## src/rtl/pad_motion_controller.sv

```systemverilog
// rtl/pad_motion_controller.sv - pad top-Y motion controller with speed ramp, manual/AI command and border saturation
module pad_motion_controller #(
    parameter int         Y_W         = 10,
    parameter int         SCREEN_H    = 768,
    parameter int         TOP_BORDER  = 16,
    parameter int         PAD_H       = 144,
    parameter int         Y_INIT      = 312,
    parameter int         V_MIN       = 1,
    parameter int         V_MAX       = 8,
    parameter int         ACCEL_TICKS = 4,
    parameter int         AI_DEADBAND = 4,
    parameter logic [1:0] PLAY_CODE   = 2'b01
) (
    input  logic                         clk,
    input  logic                         rst,
    input  logic                         timing_tick,
    input  logic                         up_in,
    input  logic                         down_in,
    input  logic                         mode_ai,
    input  logic [Y_W-1:0]               ball_y,
    input  logic [1:0]                   state,
    output logic [Y_W-1:0]               y_pad,
    output logic [$clog2(V_MAX+1)-1:0]   speed,
    output logic                         dir_up,
    output logic                         dir_down,
    output logic                         at_top,
    output logic                         at_bottom
);

    localparam int SPD_W = $clog2(V_MAX + 1);
    localparam int CNT_W = $clog2(ACCEL_TICKS + 1);

    localparam logic [Y_W:0]       L_TOP  = (Y_W+1)'(TOP_BORDER);
    localparam logic [Y_W:0]       L_BOT  = (Y_W+1)'(SCREEN_H - PAD_H);
    localparam logic [Y_W:0]       L_HALF = (Y_W+1)'(PAD_H / 2);
    localparam logic [Y_W:0]       L_DB   = (Y_W+1)'(AI_DEADBAND);
    localparam logic [Y_W:0]       L_INIT = (Y_W+1)'(Y_INIT);
    localparam logic [SPD_W-1:0]   L_VMIN = SPD_W'(V_MIN);
    localparam logic [SPD_W-1:0]   L_VMAX = SPD_W'(V_MAX);
    localparam logic [CNT_W-1:0]   L_ACC  = CNT_W'(ACCEL_TICKS);

    typedef enum logic [1:0] {
        S_IDLE  = 2'd0,
        S_STILL = 2'd1,
        S_UP    = 2'd2,
        S_DOWN  = 2'd3
    } state_t;

    state_t             r_state;
    state_t             w_state_nx;
    state_t             w_want;
    logic [Y_W:0]       r_y;
    logic [Y_W:0]       w_y_nx;
    logic [SPD_W-1:0]   r_speed;
    logic [SPD_W-1:0]   w_speed_nx;
    logic [SPD_W-1:0]   w_speed_inc;
    logic [CNT_W-1:0]   r_cnt;
    logic [CNT_W-1:0]   w_cnt_nx;
    logic [CNT_W-1:0]   w_cnt_inc;
    logic               r_up_s1;
    logic               r_up_s2;
    logic               r_dn_s1;
    logic               r_dn_s2;
    logic [Y_W-1:0]     r_ball;

    logic               w_play;
    logic               w_move;
    logic [Y_W:0]       w_center;
    logic [Y_W:0]       w_lo;
    logic [Y_W:0]       w_hi;
    logic [Y_W:0]       w_ball_ext;
    logic               w_ai_up;
    logic               w_ai_down;
    logic [Y_W:0]       w_spd_ext;
    logic [Y_W:0]       w_up_lim;
    logic [Y_W:0]       w_diff;
    logic [Y_W:0]       w_sum;

    // Buttons are asynchronous; the ball coordinate only needs one stage of alignment.
    always_ff @(posedge clk or negedge rst) begin
        if (!rst) begin
            r_up_s1 <= 1'b0;
            r_up_s2 <= 1'b0;
            r_dn_s1 <= 1'b0;
            r_dn_s2 <= 1'b0;
            r_ball  <= '0;
        end else begin
            r_up_s1 <= up_in;
            r_up_s2 <= r_up_s1;
            r_dn_s1 <= down_in;
            r_dn_s2 <= r_dn_s1;
            r_ball  <= ball_y;
        end
    end

    // Lower dead-zone edge clamps at 0 so a pad near the top never wraps the compare.
    assign w_center   = r_y + L_HALF;
    assign w_lo       = (w_center >= L_DB) ? (w_center - L_DB) : '0;
    assign w_hi       = w_center + L_DB;
    assign w_ball_ext = {1'b0, r_ball};
    assign w_ai_up    = (w_ball_ext < w_lo);
    assign w_ai_down  = (w_ball_ext > w_hi);

    always_comb begin
        w_want = S_STILL;
        if (mode_ai) begin
            if (w_ai_up)
                w_want = S_UP;
            else if (w_ai_down)
                w_want = S_DOWN;
        end else begin
            if (r_up_s2 && !r_dn_s2)
                w_want = S_UP;
            else if (r_dn_s2 && !r_up_s2)
                w_want = S_DOWN;
        end
    end

    assign w_play      = (state == PLAY_CODE);
    assign w_cnt_inc   = r_cnt + 1'b1;
    assign w_speed_inc = (r_speed >= L_VMAX) ? L_VMAX : (r_speed + 1'b1);

    always_comb begin
        w_state_nx = r_state;
        w_speed_nx = r_speed;
        w_cnt_nx   = r_cnt;
        w_move     = 1'b0;
        if (!w_play) begin
            w_state_nx = S_IDLE;
            w_speed_nx = '0;
            w_cnt_nx   = '0;
        end else if (r_state == S_IDLE) begin
            w_state_nx = S_STILL;
        end else if (timing_tick) begin
            if (w_want == S_STILL) begin
                w_state_nx = S_STILL;
                w_speed_nx = '0;
                w_cnt_nx   = '0;
            end else if (w_want != r_state) begin
                w_state_nx = w_want;
                w_speed_nx = L_VMIN;
                w_cnt_nx   = '0;
                w_move     = 1'b1;
            end else begin
                w_move = 1'b1;
                if (w_cnt_inc == L_ACC) begin
                    w_cnt_nx   = '0;
                    w_speed_nx = w_speed_inc;
                end else begin
                    w_cnt_nx = w_cnt_inc;
                end
            end
        end
    end

    // The move uses the speed just computed for this tick, saturating exactly at each border.
    assign w_spd_ext = {{(Y_W + 1 - SPD_W){1'b0}}, w_speed_nx};
    assign w_up_lim  = L_TOP + w_spd_ext;
    assign w_diff    = r_y - w_spd_ext;
    assign w_sum     = r_y + w_spd_ext;

    always_comb begin
        w_y_nx = r_y;
        if (!w_play) begin
            w_y_nx = L_INIT;
        end else if (w_move && (w_state_nx == S_UP)) begin
            w_y_nx = (r_y < w_up_lim) ? L_TOP : w_diff;
        end else if (w_move && (w_state_nx == S_DOWN)) begin
            w_y_nx = (w_sum > L_BOT) ? L_BOT : w_sum;
        end
    end

    always_ff @(posedge clk or negedge rst) begin
        if (!rst) begin
            r_state <= S_IDLE;
            r_y     <= L_INIT;
            r_speed <= '0;
            r_cnt   <= '0;
        end else begin
            r_state <= w_state_nx;
            r_y     <= w_y_nx;
            r_speed <= w_speed_nx;
            r_cnt   <= w_cnt_nx;
        end
    end

    assign y_pad     = r_y[Y_W-1:0];
    assign speed     = r_speed;
    assign dir_up    = (r_state == S_UP);
    assign dir_down  = (r_state == S_DOWN);
    assign at_top    = (r_state != S_IDLE) && (r_y == L_TOP);
    assign at_bottom = (r_state != S_IDLE) && (r_y == L_BOT);

endmodule

```

## config.mk

```make
export PLATFORM = sky130hd
export DESIGN_NAME = pad_motion_controller
export DESIGN_NICKNAME = d
export VERILOG_FILES = /design/src/rtl/pad_motion_controller.sv
export SDC_FILE = /design/constraint.sdc
export NUM_CORES = 1
export LEC_CHECK = 0
export BUFFER_PORTS_ARGS = -buffer_cell sky130_fd_sc_hd__buf_2
export CAP_MARGIN = 20
export CORE_MARGIN = 4
export CORE_UTILIZATION = 60
export DETAILED_ROUTE_END_ITERATION = 8
export PLACE_DENSITY = 0.81
export RECOVER_POWER = 50
export SYNTH_ARGS = -nofsm -noshare
export SYNTH_HDL_FRONTEND = slang
export SYNTH_SLANG_ARGS = --single-unit
```

## constraint.sdc

```tcl
create_clock -name clk -period 7.6 [get_ports clk]
set_input_delay 0.38 -clock clk [delete_from_list [all_inputs] [get_ports clk]]
set_output_delay 0.38 -clock clk [all_outputs]
set_load 0.05 [all_outputs]
```

# Yosys cells after proc, flatten, opt, wreduce, memory -nomap -nowiden
# Index checks and enable logic that the tools add are counted.
[totals]
output_inout_bits = 18
input_bits = 18
register_bits = 34
[op_classes]
n_addsub = 8
n_mux = 33
eq_ne = 13
n_lt_le_gt_ge = 6
reduce_logical = 11
[ops]
columns = ["op", "count"]
rows = [
  ["$mux W11", 6],
  ["$mux W4", 7],
  ["$mux W2", 10],
  ["$mux W3", 6],
  ["$add A11 B3 Y11 const B", 1],
  ["$add A11 B4 Y11", 1],
  ["$add A11 B7 Y11 const B", 1],
  ["$eq A11 B10 Y1 const B", 1],
  ["$eq A11 B5 Y1 const B", 1],
  ["$ge A11 B3 Y1 const B", 1],
  ["$gt A10 B11 Y1", 1],
  ["$gt A11 B10 Y1 const B", 1],
  ["$lt A10 B11 Y1", 1],
  ["$lt A11 B6 Y1", 1],
  ["$sub A11 B3 Y11 const B", 1],
  ["$sub A11 B4 Y11", 1],
  ["$eq A2 B2 Y1 const B", 4],
  ["$add A5 B4 Y6 const A", 1],
  ["$logic_and A1 B1 Y1", 6],
  ["$add A4 B1 Y4 const B", 1],
  ["$eq A2 B1 Y1 const B", 2],
  ["$ge A4 B4 Y1 const B", 1],
  ["$mux W1", 4],
  ["$ne A2 B2 Y1 const B", 2],
  ["8 further kinds", 9],
]

# Logic depth before layout (Yosys ltp)
# Gate-level depths: netlist (run 1).
[depth]
ltp_word = 18
depth_mapped = 29
ltp_nobuf = 28

# Worst setup path after synthesis (run 1)
# No wires, ideal clock.
[synth_path]
path_type = "register to register"
start = "reg r_y[3]"
end = "reg r_y[6]"
synth_period_minus_slack_ps = 6297
required_ps = 7461
t_arrival_ps = 6157
setup_slack_ps = 1303
stages_incl_launch_ff = 29
cell_sequence = "dfstp_2 ha_1 buf_2 a21oi_1 o221ai_1 a21o_1 or3_1 clkbuf_1 nand2_1 ha_1 or4_1 a211oi_1 o2bb2ai_1 o21ai_0 a21oi_2 or3_1 nand4_1 o31ai_1 ha_1 fa_1 nand2b_1 a21oi_1 nor2_1 xnor2_1 o2111a_1 o21ai_1 nand2_1 o311ai_0 o21ai_0"
[synth_via]
elab_chain_len = 18
word_cells_on_any_way = 41
[synth_rtl]
columns = ["item", "line", "source"]
rows = [
  ["start: declaration", "52", "logic [Y_W:0] r_y;"],
  ["start signal: assignment", "181", "r_y <= w_y_nx;"],
  ["$add A11 B7 Y11 (*)", "97", "assign w_center = r_y + L_HALF;"],
  ["$sub A11 B3 Y11, or another cell as far along", "98", "assign w_lo = (w_center >= L_DB) ? (w_center - L_DB) : '0;"],
  ["$mux W11 / $gt A10 B11 Y1 (equally long branches)", "98, 102", ""],
  ["$lt A10 B11 Y1 / $mux W2 (equally long branches)", "101, 109", ""],
  ["$mux W2 (*)", "107", "if (w_ai_up)"],
  ["$mux W2 (*)", "106", "if (mode_ai) begin"],
  ["$ne A2 B2 Y1", "139", "end else if (w_want != r_state) begin"],
  ["$mux W4", "139", ""],
  ["(+3 left out)", "--", ""],
  ["$mux W4 (*)", "128", "if (!w_play) begin"],
  ["net w_speed_nx[0]", "55", "logic [SPD_W-1:0] w_speed_nx;"],
  ["$add A11 B4 Y11", "160", "assign w_sum = r_y + w_spd_ext;"],
  ["$gt A11 B10 Y1", "169", "w_y_nx = (w_sum > L_BOT) ? L_BOT : w_sum;"],
  ["$mux W11", "169", ""],
  ["$mux W11", "168", "end else if (w_move && (w_state_nx == S_DOWN)) begin"],
  ["$mux W11 (*)", "166", "end else if (w_move && (w_state_nx == S_UP)) begin"],
  ["$mux W11 (*)", "164", "if (!w_play) begin"],
]
# The timed path passes the listed nets; every way through them passes the cells marked *. The select of a mux whose other input is x is not followed.
# A chain may end at the register's enable or synchronous reset.

# Worst setup path after layout (run 1)
[layout_path]
start = "reg r_y[4]"
end = "reg r_y[2]"
# Same word-level chain as after synthesis.

==> reports/qor.yml, run 1 <==
drv_cap: 1
holdBufCountCts: 0
cts_tree: "done"
synth_edf_count: 0
cts_root_buf: "clkbuf_8"
timing.fmax_ghz: 0.141
antenna_found_initial: 0
regArea_sq_um: 860
slowest_stage: "dfstp_4"
grt_use_total_pct: 25.7
drt_iter0_markers: 369
required_ns: 7.81
dieArea_sq_mm: 0.00709
routed_wl_um: 8840
n_antenna_cell: 0
r2r-end: "r_y[2]"
leakagePower_uw: 0.00169
synthAdderAreaFrac_pct: 15.5
worst_r2r_startpoint: "r_y[4]"
syn_area_sq_mm: 0.00349
hold_path_depth: 1
chipWidth_um: 84.2
crit_path_end_kind: "register"
ys_ff_latch: 34
yosys-top-cells-area: "dfrtp_1 (22%), ha_1 (14%), xnor2_1 (4.3%)"
power.density_mw_per_mm2: 107
row_count: 27
yosysUniqueCellTypes: 73
synthSimpleGateAreaFrac_pct: 24.1
wire_per_inst_um: 17.4
via_count: 3242
slowest_delay_ns: 0.74
die_height_um: 84.2
synth_compound_area_share_pct: 22.5
ir_drop_v: 0.0000805
yosysTopAreaCell: "dfrtp_1"
synth_nets: 477
multi_input_area_sq_mm: 0.00242
gp_congestion: 0.938
synth_top_family_by_area: "simple AND/OR/NAND/NOR gates"
syn_inst: 417
clockBufferDepth: 2
synth-seq-area-share_pct: 24.6
grt_max_degree: 35
async_flop_share_pct: 100
core_area_sq_mm: 0.00557
fillCellCount: 491
report.final.slew_viol_count: 35
start_util_pct: 62.5
io_pins: 36
hpwl_um: 6560
drc: 0
setup_ws_ns: 0.498
clock-sinks: 34
synth_area_per_cell_sq_um: 8.36
setup_tns_ns: 0
placedCellCount: 499
post-place-ws_ns: 0.263
synth_xor_area_share_pct: 6.28
final_util_pct: 67.0
port_buffers: 35
clkLatencyLatePin_ns: 0.30
nets: 495
first_pass_iters: 5
antenna_left: 0
drive_gt1_share_pct: 15.4
hold_end: "r_ball[7]"
power.total_uw: 399
setup_viol: 0
clock_skew_ns: 0.0135
hp-start: "ball_y[7]"
overflow: 0
path_max_fanout: 20
synth_ff_type: "dfrtp_1"
grt_pass1_vias: 3091
hold_violations: 0
clkTransAtPathRegs_ns: 0.08
cts_buffers: 5
r2r_slack_ns: 0.50
status: "finished, violations left"
h-tree-depth: 2
period_share_pct: 93.4
yosys_warnings: 0
arrival_ns: 7.31
grt_pass1_wl_um: 15100
fin_crit_ns: 7.10
rsz0062_at_grt: "no"
instances_no_fill: 508
critPathLaunchType: "register"
syn_to_final_growth_pct: 7.14
synth.mux.area_fraction_pct: 0.610
violations: "capacitance limit, slew limit"
via_per_inst: 6.38
maxSlewHeadroom_pct: -26.5
synth_top_area_share_pct: 21.5
worstMarginPinSlew_ns: 1.90
crit_type: "reg -> reg"
r2r_cells: 26
hold_class: "in -> reg"
how the worst max path moves through the flow:
| stage | startpoint | endpoint | depth (start not counted) |
|---|---|---|---|
| CTS | r_y[4] | r_y[6] | 26 |
| floorplan | r_y[3] | r_y[6] | 28 |
| global route | r_y[4] | r_y[2] | 26 |
| global placement | r_y[4] | r_y[6] | 26 |
| detailed placement | r_y[4] | r_y[6] | 26 |
| finish | r_y[4] | r_y[2] | 26 |
worst max-delay path, delay by kind of cell (launching register included):
kind | cells | cell delay [ns]
simple gates | 13 | 2.89
xor+xnor | 2 | 0.33
fa+ha+maj | 3 | 0.99
compound gates | 8 | 2.04
flops | 1 | 0.74
per-layer routing:
metal | vias to the layer above | track usage, % | wire length (um)
li1 | 1556 | - | -
met1 | 1498 | 36.5 | 4040
met2 | 167 | 40.1 | 3960
met3 | 21 | 4.71 | 676
met4 | 0 | 7.16 | 173
met5 | - | 0 | 0
cell usage in the layout, fill, tap and decap left out, types with 3 or more instances in the layout:
cell type  netlist  final
ha_1            40     39
buf_2            6     34
nand2_1         33     33
nor2_1          31     30
dfrtp_1         30     30
o21ai_0         22     22
inv_1           17     17
xnor2_1         17     17
a21oi_1         17     17
nor2b_1         15     15
nand3_1         13     13
nand2b_1         9      9
xor2_1           8      8
or3_1            7      7
nor3_1           7      7
a21o_1           7      7
a31oi_1          6      6
nand3b_1         6      6
a211oi_1         6      6
nor4_1           6      6
nand4_1          6      6
clkbuf_8         0      6
and2_1           5      5
o211ai_1         5      5
or2_2            4      4
and3_1           4      4
o21a_1           4      4
o31ai_1          4      4
a311oi_1         4      4
o22ai_1          4      4
buf_4           10      4
o21bai_1         3      3
dfstp_2          4      3
per-stage QoR:
step           hold WS [ns]  area (sq um)
2_1_floorplan        0.0844          3490
3_3_place_gp          0.335          3620
3_5_place_dp          0.340          3620
4_1_cts               0.179          3710
5_1_grt               0.168          3730
6_report              0.176          3730
layout make-up:
type,count,share of cell area (%)
Clock buffer,7,2.31
Inverter,18,1.81
Sequential cell,34,23.0
Multi-Input combinational cell,337,64.9
Tap cell,72,2.41
Clock inverter,1,0.134
Timing Repair Buffer,39,5.46
registers in the layout, summed over array words and instances, names as in the netlist:
| name | count |
|---|---|
| r_y | 11 |
| r_dn_s1 | 1 |
| r_dn_s2 | 1 |
| r_state | 2 |
| speed | 4 |
| r_up_s1 | 1 |
| r_ball | 10 |
| r_cnt | 3 |
| r_up_s2 | 1 |
synthesized netlist by cell type (2+ instances only):
| cell type | count |
|---|---|
| a211o_1 | 2 |
| a211oi_1 | 6 |
| a21o_1 | 7 |
| a21oi_1 | 17 |
| a221o_1 | 2 |
| a22oi_1 | 2 |
| a311oi_1 | 4 |
| a31oi_1 | 6 |
| and2_1 | 5 |
| and3_1 | 4 |
| buf_2 | 6 |
| buf_4 | 10 |
| clkbuf_1 | 10 |
| dfrtp_1 | 30 |
| dfstp_2 | 4 |
| fa_1 | 2 |
| ha_1 | 40 |
| inv_1 | 17 |
| nand2_1 | 33 |
| nand2b_1 | 9 |
| nand3_1 | 13 |
| nand3b_1 | 6 |
| nand4_1 | 6 |
| nor2_1 | 31 |
| nor2b_1 | 15 |
| nor3_1 | 7 |
| nor4_1 | 6 |
| o211ai_1 | 5 |
| o21a_1 | 4 |
| o21ai_0 | 22 |
| o21ai_1 | 2 |
| o21bai_1 | 3 |
| o221ai_1 | 2 |
| o22ai_1 | 4 |
| o31ai_1 | 4 |
| or2_2 | 4 |
| or3_1 | 7 |
| or4_1 | 2 |
| xnor2_1 | 17 |
| xor2_1 | 8 |
repair_timing:
action,CTS,global route
setup endpoints to repair,0,9
setup buffers,0,1
gates resized for setup,0,5
report_power, final:
| part | internal [uW] | switching [uW] |
|---|---|---|
| combinational | 22.5 | 37.7 |
| sequential | 186 | 4.73 |
| clock | 73.3 | 75.4 |
logic make-up (layout without fill, tap and decap cells):
family	Yosys count	after routing
compound gates	112	112
xor+xnor	25	25
fa+ha+maj	42	42
buf+inv	46	65
flops	34	34
mux	2	2
simple gates	156	156
No activity file was read; power rests on OpenSTA's default activity.
==> inputs of run 2 (changes only) <==
Settings changed: BUFFER_PORTS_ARGS -buffer_cell sky130_fd_sc_hd__buf_2 to default, DONT_BUFFER_PORTS from default to 1, PLACE_DENSITY 0.81 to 0.76.
Clock period 7.6 ns to 6.9 ns, I/O delays scaled along.
==> run 2 against run 1 <==
The flow still finishes with violations (capacitance limit, slew limit). Register-to-register slack lost 0.07 ns. Fmax grew 9.7%. Sequential power grew 11%. Flip-flop and latch count is the same. Combinational power grew 5.8%. Worst hold slack lost 0.11 ns. Utilization grew 1.2 points. Critical path type unchanged. Critical endpoint is now r_y[7]. Highest routed layer unchanged.
==> reports/qor.yml, run 2 (synthesis gave the netlist of run 1 again) <==
dr_wl_met2_um: 4360
top_layer_used: "met4"
violations: "capacitance limit, slew limit"
grt_max_degree: 35
r2r_slack_ns: 0.43
cts_tree: "done"
drv_cap: 1
chipWidth_um: 84.2
ir_drop_v: 0.000112
wl_met1_um: 4020
clockBufferDepth: 2
syn_to_final_growth_pct: 9.08
required_ns: 7.09
route.met3.wl_um: 737
largest_register: "r_y"
n_antenna_cell: 0
wire_per_inst_um: 18.6
layout_common_cells: "ha_1 (39), nand2_1 (33), nor2_1 (30), dfrtp_1 (30), buf_4 (25)"
cp-startpoint: "r_y[3]"
drc: 0
crit_type: "reg -> reg"
start_util_pct: 62.5
leakagePower_uw: 0.00167
r2r_cells: 27
fin_area_sq_mm: 0.00380
routed_wl_um: 9230
grt_use_total_pct: 26.1
cts_buffers: 5
clkTransAtPathRegs_ns: 0.09
clock_skew_ns: 0.0159
hold_violations: 0
final_util_pct: 68.2
gp_congestion: 0.933
drive_gt1_share_pct: 14.2
antenna_left: 0
h-tree-depth: 2
clock-sinks: 34
via_count: 3206
dieArea_sq_mm: 0.00709
endpoint: "r_y[7]"
row_count: 27
dpl_cell_area_sq_mm: 0.00358
port_buffers: 0
report.final.slew_viol_count: 35
via_per_inst: 6.46
power.density_mw_per_mm2: 133
io_pins: 36
hold_class: "in -> reg"
antenna_found_initial: 0
status: "finished, violations left"
period_share_pct: 93.8
worstMarginPinSlew_ns: 1.88
grt_pass1_vias: 3014
clkLatencyLatePin_ns: 0.30
cts_root_buf: "clkbuf_8"
critPathLaunchType: "register"
first_pass_iters: 6
nets: 483
crit_path_end_kind: "register"
core_area_sq_mm: 0.00557
maxSlewHeadroom_pct: -25.6
fin_crit_ns: 6.47
timing.fmax_ghz: 0.155
die_height_um: 84.2
r2r-end: "r_y[7]"
path_max_fanout: 8
worst_r2r_startpoint: "r_y[3]"
setup_viol: 0
overflow: 0
grt_pass1_wl_um: 15100
hpwl_um: 6850
largest_reg_flops: 11
layout_commonest_cell: "ha_1"
drt_iter0_markers: 228
arrival_ns: 6.66
## run 2: cell count changes in the layout (fill, tap and decap cells not counted), moves of 2 or more
cell,before,now
buf_2,34,0
buf_4,4,25
nor4_2,0,3
o21ai_1,1,4
bufinv_16,0,2
nor4_1,6,4
o21ai_0,22,20
## run 2: where the power goes
part | internal, uW | switching, uW | leakage, uW
clock network | 145 | 86.4 | 0.0000683
logic | 23.8 | 40.0 | 0.00118
registers | 205 | 5.38 | 0.000427
## run 2: repair_timing
item	in CTS	in global routing
buffers inserted	0	5
setup endpoints to repair	0	10
hold buffers	2	0
resized for setup	0	9
hold endpoints to repair	34	0
## run 2: layer usage
| metal | GRT usage (%) | up-vias |
|---|---|---|
| met5 | 0 | - |
| met4 | 5.56 | 0 |
| met3 | 4.71 | 15 |
| met2 | 43.4 | 152 |
| met1 | 35.4 | 1514 |
| li1 | - | 1525 |
## run 2: worst min path at each step
stage,to,from,cells after the start
floorplan,r_ball[0],rst,0
global placement,r_y[9],rst,0
detailed placement,r_y[10],rst,0
CTS,r_ball[7],ball_y[7],0
global route,r_ball[7],ball_y[7],0
finish,r_ball[7],ball_y[7],0
## run 2: layout make-up
type	count	area [sq um]
fill	465	1770
inverter	18	67.6
clock buffer	5	68.8
tap	72	90.1
sequential	34	860
timing repair buffer	27	201
clock inverter	3	68.8
multi-input combinational	337	2450
## run 2: per-stage QoR
| step | hold WS (ns) | power, uW | cells | worst slack [ns] | setup TNS, ns |
|---|---|---|---|---|---|
| after floorplan | 0.0494 | 255 | 417 | 0.603 | 0 |
| after global placement | 0.0508 | 267 | 481 | 0.318 | 0 |
| after detailed placement | 0.0510 | 268 | 481 | 0.117 | 0 |
| after CTS | 0.0603 | 504 | 491 | 0.0639 | 0 |
| after global routing | 0.0524 | 525 | 496 | -0.00147 | -0.00147 |
| final | 0.0656 | 505 | 496 | 0.428 | 0 |
## run 2: critical path, stage by stage (launching register included)
cell and delay, ns:
dfstp_2 0.61, ha_2 0.29, nor2_1 0.07, a22oi_1 0.36, o21a_1 0.19, o22ai_1 0.09, xnor2_1 0.22, nand2_1 0.08
ha_1 0.19, or4_1 0.53, a211oi_1 0.24, o2bb2ai_1 0.15, o21ai_1 0.22, a21oi_2 0.12, buf_4 0.16, or3_4 0.37
and2_1 0.18, o22a_1 0.25, ha_1 0.37, nor2b_1 0.17, a211o_1 0.32, or3_1 0.32, nand3_1 0.13, o21ai_1 0.10
buf_4 0.18, nand3_1 0.08, o21ai_0 0.07, a221o_1 0.32
==> inputs of run 3 (changes only) <==
Settings changed: RECOVER_POWER 50 to default.
==> run 3 against run 2 <==
Sequential power about the same. Worst hold slack better by 0.0047 ns. The flow now finishes without violations. Critical path type unchanged. Cell area up 0.43%. Largest power group unchanged. Total power down 0.18%. Fmax about the same.
==> reports/qor.yml, run 3 (synthesis gave the netlist of run 1 again) <==
hold_violations: 0
clockPowerShare_pct: 45.5
chipWidth_um: 84.2
status: "completed"
h-tree-depth: 2
n_antenna_cell: 0
port_buffers: 0
drive_gt1_share_pct: 14.4
start_util_pct: 62.5
intPower_uw: 374
hold_class: "in -> reg"
drt_iter0_markers: 203
layout_commonest_cell: "ha_1"
drv_cap: 0
path_max_fanout: 8
grt_use_total_pct: 26.1
arrival_ns: 6.66
drc: 0
routed_wl_um: 9160
first_pass_iters: 6
via_count: 3199
period_share_pct: 93.7
final_util_pct: 68.5
ir_drop_v: 0.000112
slowest_stage: "dfstp_2"
dieArea_sq_mm: 0.00709
fillCellCount: 462
antenna_found_initial: 0
worstMarginPinSlew_ns: 0.936
leakagePower_uw: 0.00168
largest_reg_flops: 11
report.final.slew_viol_count: 0
power.density_mw_per_mm2: 132
critPathLaunchType: "register"
clockBufferDepth: 2
clock-sinks: 34
dpl_cell_area_sq_mm: 0.00358
largest_register: "r_y"
cts_tree: "done"
io_pins: 36
grt_pass1_wl_um: 15100
overflow: 0
row_count: 27
required_ns: 7.09
core_area_sq_mm: 0.00557
seq_power_share_pct: 41.6
slowest_delay_ns: 0.61
crit_type: "reg -> reg"
crit_path_end_kind: "register"
hpwl_um: 6850
p_sw_share_pct: 25.8
via_per_inst: 6.45
nets: 483
clkTransAtPathRegs_ns: 0.09
syn_to_final_growth_pct: 9.55
cts_root_buf: "clkbuf_8"
layout_common_cells: "ha_1 (39), nand2_1 (33), nor2_1 (30), dfrtp_1 (30), buf_4 (25)"
maxSlewHeadroom_pct: 37.5
clkLatencyLatePin_ns: 0.30
setup_viol: 0
pwr-share-comb_pct: 12.8
timing.fmax_ghz: 0.155
antenna_left: 0
grt_pass1_vias: 3014
fin_crit_ns: 6.47
die_height_um: 84.2
fin_area_sq_mm: 0.00382
clock_skew_ns: 0.0159
grt_max_degree: 35
wire_per_inst_um: 18.5
gp_congestion: 0.933
netSwitchingPower_uw: 130
cts_buffers: 5
-- run 3: cell types whose count changed in the layout (fill, tap and decap cells not counted) --
| cell | previous run | this run |
|---|---|---|
| buf_12 | 0 | 1 |
| clkbuf_1 | 1 | 0 |
-- run 3: cell type report --
class                   instances  area [sq um]  share of cell area [%]
well taps                      72          90.1                    2.36
clock buffers                   5          68.8                    1.80
flip-flops and latches         34           860                    22.5
multi-input cells             337          2450                    64.1
clock inverters                 3          68.8                    1.80
inverters                      18          67.6                    1.77
repair buffers                 27           218                    5.70
-- run 3: path summary, 6_finish.rpt --
| check | start | end | slack, ns | cells after the start |
|---|---|---|---|---|
| setup reg to reg | r_y[3] | r_y[7] | 0.43 | 27 |
| min in group asynchronous | rst | r_y[7] | 0.50 | 2 |
| hold / removal | ball_y[7] | r_ball[7] | 0.07 | 0 |
| max in group asynchronous | rst | r_y[4] | 6.14 | 2 |
| hold reg to reg | r_dn_s1 | r_dn_s2 | 0.35 | 0 |
| setup / recovery | r_y[3] | r_y[7] | 0.43 | 27 |
-- run 3: what timing repair did --
action / 4_1_cts / 5_1_grt
resized for setup: 0 / 9
endpoints found under the hold margin: 34 / 0
setup buffers: 0 / 5
setup endpoints to repair: 0 / 10
hold buffers: 2 / 0
-- run 3: through the flow --
stage               setup slack (ns)  power (uW)  setup TNS, ns  instances  hold WS, ns
global route                -0.00147         526       -0.00147        496       0.0524
CTS                           0.0639         504              0        491       0.0603
detailed placement             0.117         268              0        481       0.0510
global placement               0.318         267              0        481       0.0508
floorplan                      0.603         255              0        417       0.0494
finish                         0.432         504              0        496       0.0703
-- run 3: routing by layer --
| metal | track usage, % | routed length, um | vias up |
|---|---|---|---|
| met4 | 5.56 | 88 | 0 |
| met1 | 35.4 | 4020 | 1526 |
| met3 | 4.71 | 670 | 11 |
| li1 | - | - | 1527 |
| met2 | 43.4 | 4380 | 135 |
| met5 | 0 | 0 | - |
-- run 3: power by group through the flow --
stage          clock network, uW  logic, uW  registers (uW)
2_1_floorplan                  0       44.0             211
3_3_place_gp                   0       53.2             214
3_5_place_dp                   0       54.3             214
4_1_cts                      233       61.0             210
5_1_grt                      243       72.4             211
6_report                     229       64.7             210
-- run 3: worst max-delay path: cells and delay by family (launching register included) --
family                     cells  cell delay, ns
and+or+nand+nor                9            1.93
adders and majority gates      3            0.85
DFF                            1            0.61
xor gates and xnor gates       1            0.22
AOI/OAI and AO/OA             12            2.44
buffers and inverters          2            0.34
